File: src/rtl/serial_sub_pkg.sv
// Shared types and helpers for the digit-serial subtractor.
//   state_e   : controller states (IDLE, RUN, DONE)
//   cnt_width : width of the digit counter for a given digit count (min 1 bit)
package serial_sub_pkg;

    typedef enum logic [1:0] {
        IDLE,
        RUN,
        DONE
    } state_e;

    function automatic int unsigned cnt_width(input int unsigned ndig);
        return (ndig > 1) ? $clog2(ndig) : 1;
    endfunction

endpackage

File: src/rtl/serial_subtractor_sub_digit.sv
// Combinational DIGIT-bit borrow-ripple subtract slice:
//   {bout, diff} = x - y - bin
// Ports:
//   x    : minuend digit
//   y    : subtrahend digit
//   bin  : borrow into the least significant bit
//   diff : difference digit
//   bout : borrow out of the most significant bit
module sub_digit #(
    parameter int unsigned DIGIT = 4
) (
    input  logic [DIGIT-1:0] x,
    input  logic [DIGIT-1:0] y,
    input  logic             bin,
    output logic [DIGIT-1:0] diff,
    output logic             bout
);

    logic [DIGIT:0] brw;

    always_comb begin
        brw    = '0;
        diff   = '0;
        brw[0] = bin;
        for (int unsigned i = 0; i < DIGIT; i++) begin
            diff[i]  = x[i] ^ y[i] ^ brw[i];
            // Borrow when y beats x outright, or they tie and a borrow arrives.
            brw[i+1] = (~x[i] & y[i]) | (~(x[i] ^ y[i]) & brw[i]);
        end
        bout = brw[DIGIT];
    end

endmodule

File: src/rtl/serial_subtractor.sv
// Digit-serial subtractor: d = a - b - bi over WIDTH bits, DIGIT bits per clock,
// with a registered borrow between digits.
// Ports:
//   clk, rst_n          : clock (rising edge), asynchronous active-low reset
//   in_valid/in_ready   : operand handshake; a, b, bi sampled on acceptance
//   a, b, bi            : minuend, subtrahend, borrow-in
//   out_valid/out_ready : result handshake; result held until accepted
//   d, bo, ovf          : difference mod 2^WIDTH, unsigned borrow-out,
//                         two's-complement overflow
module serial_subtractor
    import serial_sub_pkg::*;
#(
    parameter int unsigned WIDTH = 32,
    parameter int unsigned DIGIT = 4
) (
    input  logic             clk,
    input  logic             rst_n,
    input  logic             in_valid,
    output logic             in_ready,
    input  logic [WIDTH-1:0] a,
    input  logic [WIDTH-1:0] b,
    input  logic             bi,
    output logic             out_valid,
    input  logic             out_ready,
    output logic [WIDTH-1:0] d,
    output logic             bo,
    output logic             ovf
);

    localparam int unsigned      NDIG       = WIDTH / DIGIT;
    localparam int unsigned      CW         = cnt_width(NDIG);
    localparam logic [CW-1:0]    LAST       = CW'(NDIG - 1);
    localparam logic [WIDTH-1:0] SLICE_MASK = WIDTH'({DIGIT{1'b1}});

    if (DIGIT < 1 || (WIDTH % DIGIT) != 0) begin : g_bad_params
        $error("serial_subtractor: WIDTH must be a nonzero multiple of DIGIT");
    end

    state_e           state_q, state_d;
    logic [CW-1:0]    cnt_q, cnt_d;
    logic [WIDTH-1:0] a_q, a_d;
    logic [WIDTH-1:0] b_q, b_d;
    logic [WIDTH-1:0] res_q, res_d;
    logic             brw_q, brw_d;
    logic             bo_q, bo_d;
    logic             ovf_q, ovf_d;

    logic [31:0]      shamt;
    logic [DIGIT-1:0] slice_x, slice_y, slice_diff;
    logic             slice_bout;
    logic [WIDTH-1:0] res_new;

    // Select digit k = cnt_q of each operand by shifting it down to bit 0.
    assign shamt   = 32'(cnt_q) * DIGIT;
    assign slice_x = DIGIT'(a_q >> shamt);
    assign slice_y = DIGIT'(b_q >> shamt);

    sub_digit #(.DIGIT(DIGIT)) u_digit (
        .x    (slice_x),
        .y    (slice_y),
        .bin  (brw_q),
        .diff (slice_diff),
        .bout (slice_bout)
    );

    // Merge the new digit into its slot of the result register.
    assign res_new = (res_q & ~(SLICE_MASK << shamt)) | (WIDTH'(slice_diff) << shamt);

    always_comb begin
        state_d = state_q;
        cnt_d   = cnt_q;
        a_d     = a_q;
        b_d     = b_q;
        res_d   = res_q;
        brw_d   = brw_q;
        bo_d    = bo_q;
        ovf_d   = ovf_q;
        unique case (state_q)
            IDLE: begin
                if (in_valid) begin
                    a_d     = a;
                    b_d     = b;
                    brw_d   = bi;
                    cnt_d   = '0;
                    state_d = RUN;
                end
            end
            RUN: begin
                res_d = res_new;
                brw_d = slice_bout;
                cnt_d = cnt_q + 1'b1;
                if (cnt_q == LAST) begin
                    bo_d    = slice_bout;
                    // Overflow only possible when operand signs differ.
                    ovf_d   = (a_q[WIDTH-1] != b_q[WIDTH-1]) &&
                              (res_new[WIDTH-1] != a_q[WIDTH-1]);
                    state_d = DONE;
                end
            end
            DONE: begin
                if (out_ready) begin
                    state_d = IDLE;
                end
            end
            default: state_d = IDLE;
        endcase
    end

    always_ff @(posedge clk or negedge rst_n) begin
        if (!rst_n) begin
            state_q <= IDLE;
            cnt_q   <= '0;
            a_q     <= '0;
            b_q     <= '0;
            res_q   <= '0;
            brw_q   <= 1'b0;
            bo_q    <= 1'b0;
            ovf_q   <= 1'b0;
        end else begin
            state_q <= state_d;
            cnt_q   <= cnt_d;
            a_q     <= a_d;
            b_q     <= b_d;
            res_q   <= res_d;
            brw_q   <= brw_d;
            bo_q    <= bo_d;
            ovf_q   <= ovf_d;
        end
    end

    assign in_ready  = (state_q == IDLE);
    assign out_valid = (state_q == DONE);
    assign d         = res_q;
    assign bo        = bo_q;
    assign ovf       = ovf_q;

endmodule

File: config.mk
export PLATFORM = sky130hd
export DESIGN_NAME = serial_subtractor
export DESIGN_NICKNAME = d
export VERILOG_FILES = /design/src/rtl/serial_sub_pkg.sv /design/src/rtl/serial_subtractor_sub_digit.sv /design/src/rtl/serial_subtractor.sv
export SDC_FILE = /design/constraint.sdc
export NUM_CORES = 1
export LEC_CHECK = 0
export CAP_MARGIN = 0
export CORE_MARGIN = 2
export CORE_UTILIZATION = 45
export CTS_BUF_LIST = sky130_fd_sc_hd__clkbuf_16
export CTS_CLUSTER_DIAMETER = 80
export DETAILED_ROUTE_END_ITERATION = 12
export GPL_TIMING_DRIVEN = 0
export PLACE_DENSITY = 0.75
export SYNTH_ARGS = -nofsm -noshare
export SYNTH_HDL_FRONTEND = slang
export SYNTH_HIERARCHICAL = 1
export SYNTH_SLANG_ARGS = --single-unit
File: constraint.sdc
create_clock -name clk -period 6 [get_ports clk]
set_input_delay 1.2 -clock clk [delete_from_list [all_inputs] [get_ports clk]]
set_output_delay 1.2 -clock clk [all_outputs]
set_load 0.01 [all_outputs]
==> results_dict.tcl <==
set metrics [dict create \
    cts_setup_buffers 0 \
    ys_seq_elements 104 \
    synth_largest_area_cell "dfrtp_1" \
    ir_drop_v 0.000345 \
    cts_hold_buf 0 \
    drv_cap 0 \
    avgViaCountPerCell 5.27 \
    worst_slack_ns 1.93 \
    final_layout_size_suffix_gt1_share_pct 24.2 \
    cp.arrival_ns 4.32 \
    holdWs_ns 0.482 \
    criticalPathCategory "flip-flop to flip-flop" \
    clk_latency_ns 0.34 \
    yosys-top-cells-count "104 x dfrtp_1, 58 x mux2_2, 35 x nand2_1" \
    area_growth_pct 32.8 \
    grt_setup_unrepaired "false" \
    fin_crit_sh_pct 67.8 \
    synth.cell_area_mm2 0.00472 \
    crit_required_ns 6.25 \
    antenna_found_initial 0 \
    ys_warn_count 6 \
    min-delay-start "b_q[30]" \
    final_max_slew_viol_count 0 \
    ys_types 38 \
    die_area_mm2 0.0113 \
    cts_buffers 9 \
    synth_seq_area_share_pct 55.1 \
    finalHoldViolCount 0 \
    synth_top_area_share_pct 55.1 \
    cts.sinks 104 \
    grt_overflow 0 \
    cp-startpoint "cnt_q[1]" \
    clock_skew_ns 0.00783 \
    grt_use_total_pct 19.5 \
    synthFlopType "dfrtp_1" \
    drt_drc_violations_left 0 \
    power_density_mw_per_mm2 609 \
    cts_tree "built" \
    wl_per_cell_um 17.5 \
    drtAntennaViolNets 0 \
    synthesis.nets 414 \
    die_h_um 106 \
    comb_power_share_pct 51.1 \
    power_leakage_nw 2.69 \
    die_w_um 106 \
    intPower_mw 2.39 \
    fmax_mhz 246 \
    grt_start_max_net_pins 63 \
    first_iter_violations 86 \
    cts_buffer_depth 2 \
    nets 530 \
    cts_root_buf "clkbuf_16" \
    worstSetupEndpointType "flip-flop" \
    start_util_pct 46.1 \
    dpl_worst_slack_ns 1.91 \
    dpl.hpwl_um 7740 \
    synth_edf_count 0 \
    yosysMostFrequentCell "dfrtp_1" \
    slew_headroom_pct 61.2 \
    p_switching_mw 1.42 \
    async_flop_share_pct 100 \
    setup_viol_count_final 0 \
    outcome "complete, no violations" \
    rows 37 \
    n_antenna_cell 0 \
    core_mm2 0.0102 \
    drt_wl_total_um 10300 \
    clock_power_share_pct 15.9 \
    fin_crit_ns 4.07 \
    ys_top_cells_by_area "dfrtp_1 55%, mux2_2 14%, mux4_2 7.6%, a22o_1 5.4%, nand2_1 2.8%" \
    grt_pass1_wl_um 17000 \
    post_cts_resized 0 \
    port_buffers 104 \
    swShare_pct 37.3 \
    io_pins 105 \
    grt_pass1_vias 3275 \
    hold_class "flip-flop to flip-flop" \
    cp-start-kind "flip-flop" \
    clkTransAtPathRegs_ns 0.07 \
    seq_power_share_pct 33.0 \
    worstReg2RegStart "cnt_q[1]" \
    worst_pin_slew_ns 0.581 \
    syn_area_per_cell_um2 14.1 \
    via_count 3112 \
    ctsHtreeMaxLevel 3 \
    place_congestion 0.758 \
    syn_inst 334 \
    first_pass_iters 4 \
    crit_fanout 10 \
]
-- kinds of logic (layout without fill, tap and decap cells) --
family | count (synthesis) | in the layout | synth area share, %
and+or+nand+nor | 63 | 63 | 7.16
AOI/OAI and AO/OA | 39 | 39 | 6.84
buffers and inverters | 35 | 155 | 3.95
DFF | 104 | 104 | 55.1
adders and majority gates | 11 | 11 | 3.55
muxes | 82 | 82 | 23.4
-- per-stage QoR --
| step | power, mW | instances | cell area [µm²] | utilization [%] | TNS [ns] |
|---|---|---|---|---|---|
| global route | 4.10 | 590 | 6270 | 61.2 | 0 |
| global placement | 3.14 | 574 | 5930 | 58.0 | -3.36 |
| detailed placement | 3.25 | 575 | 5960 | 58.2 | 0 |
| CTS | 3.87 | 590 | 6270 | 61.2 | 0 |
| finish | 3.82 | 590 | 6270 | 61.2 | 0 |
| floorplan | 2.52 | 334 | 4720 | - | 0 |
-- state kept, by name (all words and copies together), names as in the netlist --
| signal | flops |
|---|---|
| a_q | 32 |
| b_q | 32 |
| bo | 1 |
| brw_q | 1 |
| cnt_q | 3 |
| d | 32 |
| ovf | 1 |
| state_q | 2 |
-- placed cells by master (no fill, tap or decap), types with 3 or more instances in the layout --
cell,n
clkdlybuf4s50_1,103
a22o_1,29
nand2b_1,4
fa_1,4
ha_1,7
mux2_1,7
buf_1,3
dfrtp_1,104
buf_2,5
inv_1,14
mux4_2,16
clkbuf_16,9
nand3b_1,4
nor2_1,4
buf_4,10
mux2_2,58
o21ai_0,3
nor3_1,4
nand2_1,35
-- cell type report --
type                    instances  area, µm²
clock inverters                 6       85.1
fillers                       789       3970
inverters                      15       56.3
well taps                     136        170
repair buffers                105       1070
plain buffers                  20        130
flip-flops and latches        104       2600
multi-input cells             195       1930
clock buffers                   9        225
-- metal layers --
layer  vias to the layer above  part of all wire, %  GRT usage (%)  wire length [µm]
li1                       1436                    -              -                 -
met5                         -                    0              0                 0
met4                         0                  1.2           4.45               128
met3                        11                  6.4           6.01               664
met2                        94                   49           32.6              5040
met1                      1571                   44           24.9              4510
-- worst paths after layout --
| path | to | slack [ns] | cells after the start |
|---|---|---|---|
| setup / recovery | ovf | 1.93 | 14 |
| hold / removal | b_q[30] | 0.48 | 1 |
| setup reg to reg | ovf | 1.93 | 14 |
| hold reg to reg | b_q[30] | 0.48 | 1 |
| max in group asynchronous | a_q[12] | 4.47 | 2 |
| min in group asynchronous | b_q[22] | 0.86 | 1 |
-- worst max-delay path: stages (launching register included) --
cell and delay (ns):
dfrtp_1 0.44, buf_2 0.33, buf_2 0.33, mux4_2 0.34
nand2_1 0.08, nand2_1 0.08, fa_1 0.38, inv_1 0.07
fa_1 0.17, fa_1 0.18, inv_1 0.05, fa_1 0.64
nand4_1 0.19, or3b_2 0.47, a41oi_1 0.21
-- power by group through the flow --
stage	registers (mW)	logic [mW]	clock network [mW]
2_1_floorplan	1.25	1.27	0
3_3_place_gp	1.25	1.90	0
3_5_place_dp	1.27	1.98	0
4_1_cts	1.26	1.99	0.618
5_1_grt	1.30	2.15	0.647
6_report	1.26	1.95	0.607
No activity file was read; power rests on OpenSTA's default activity.
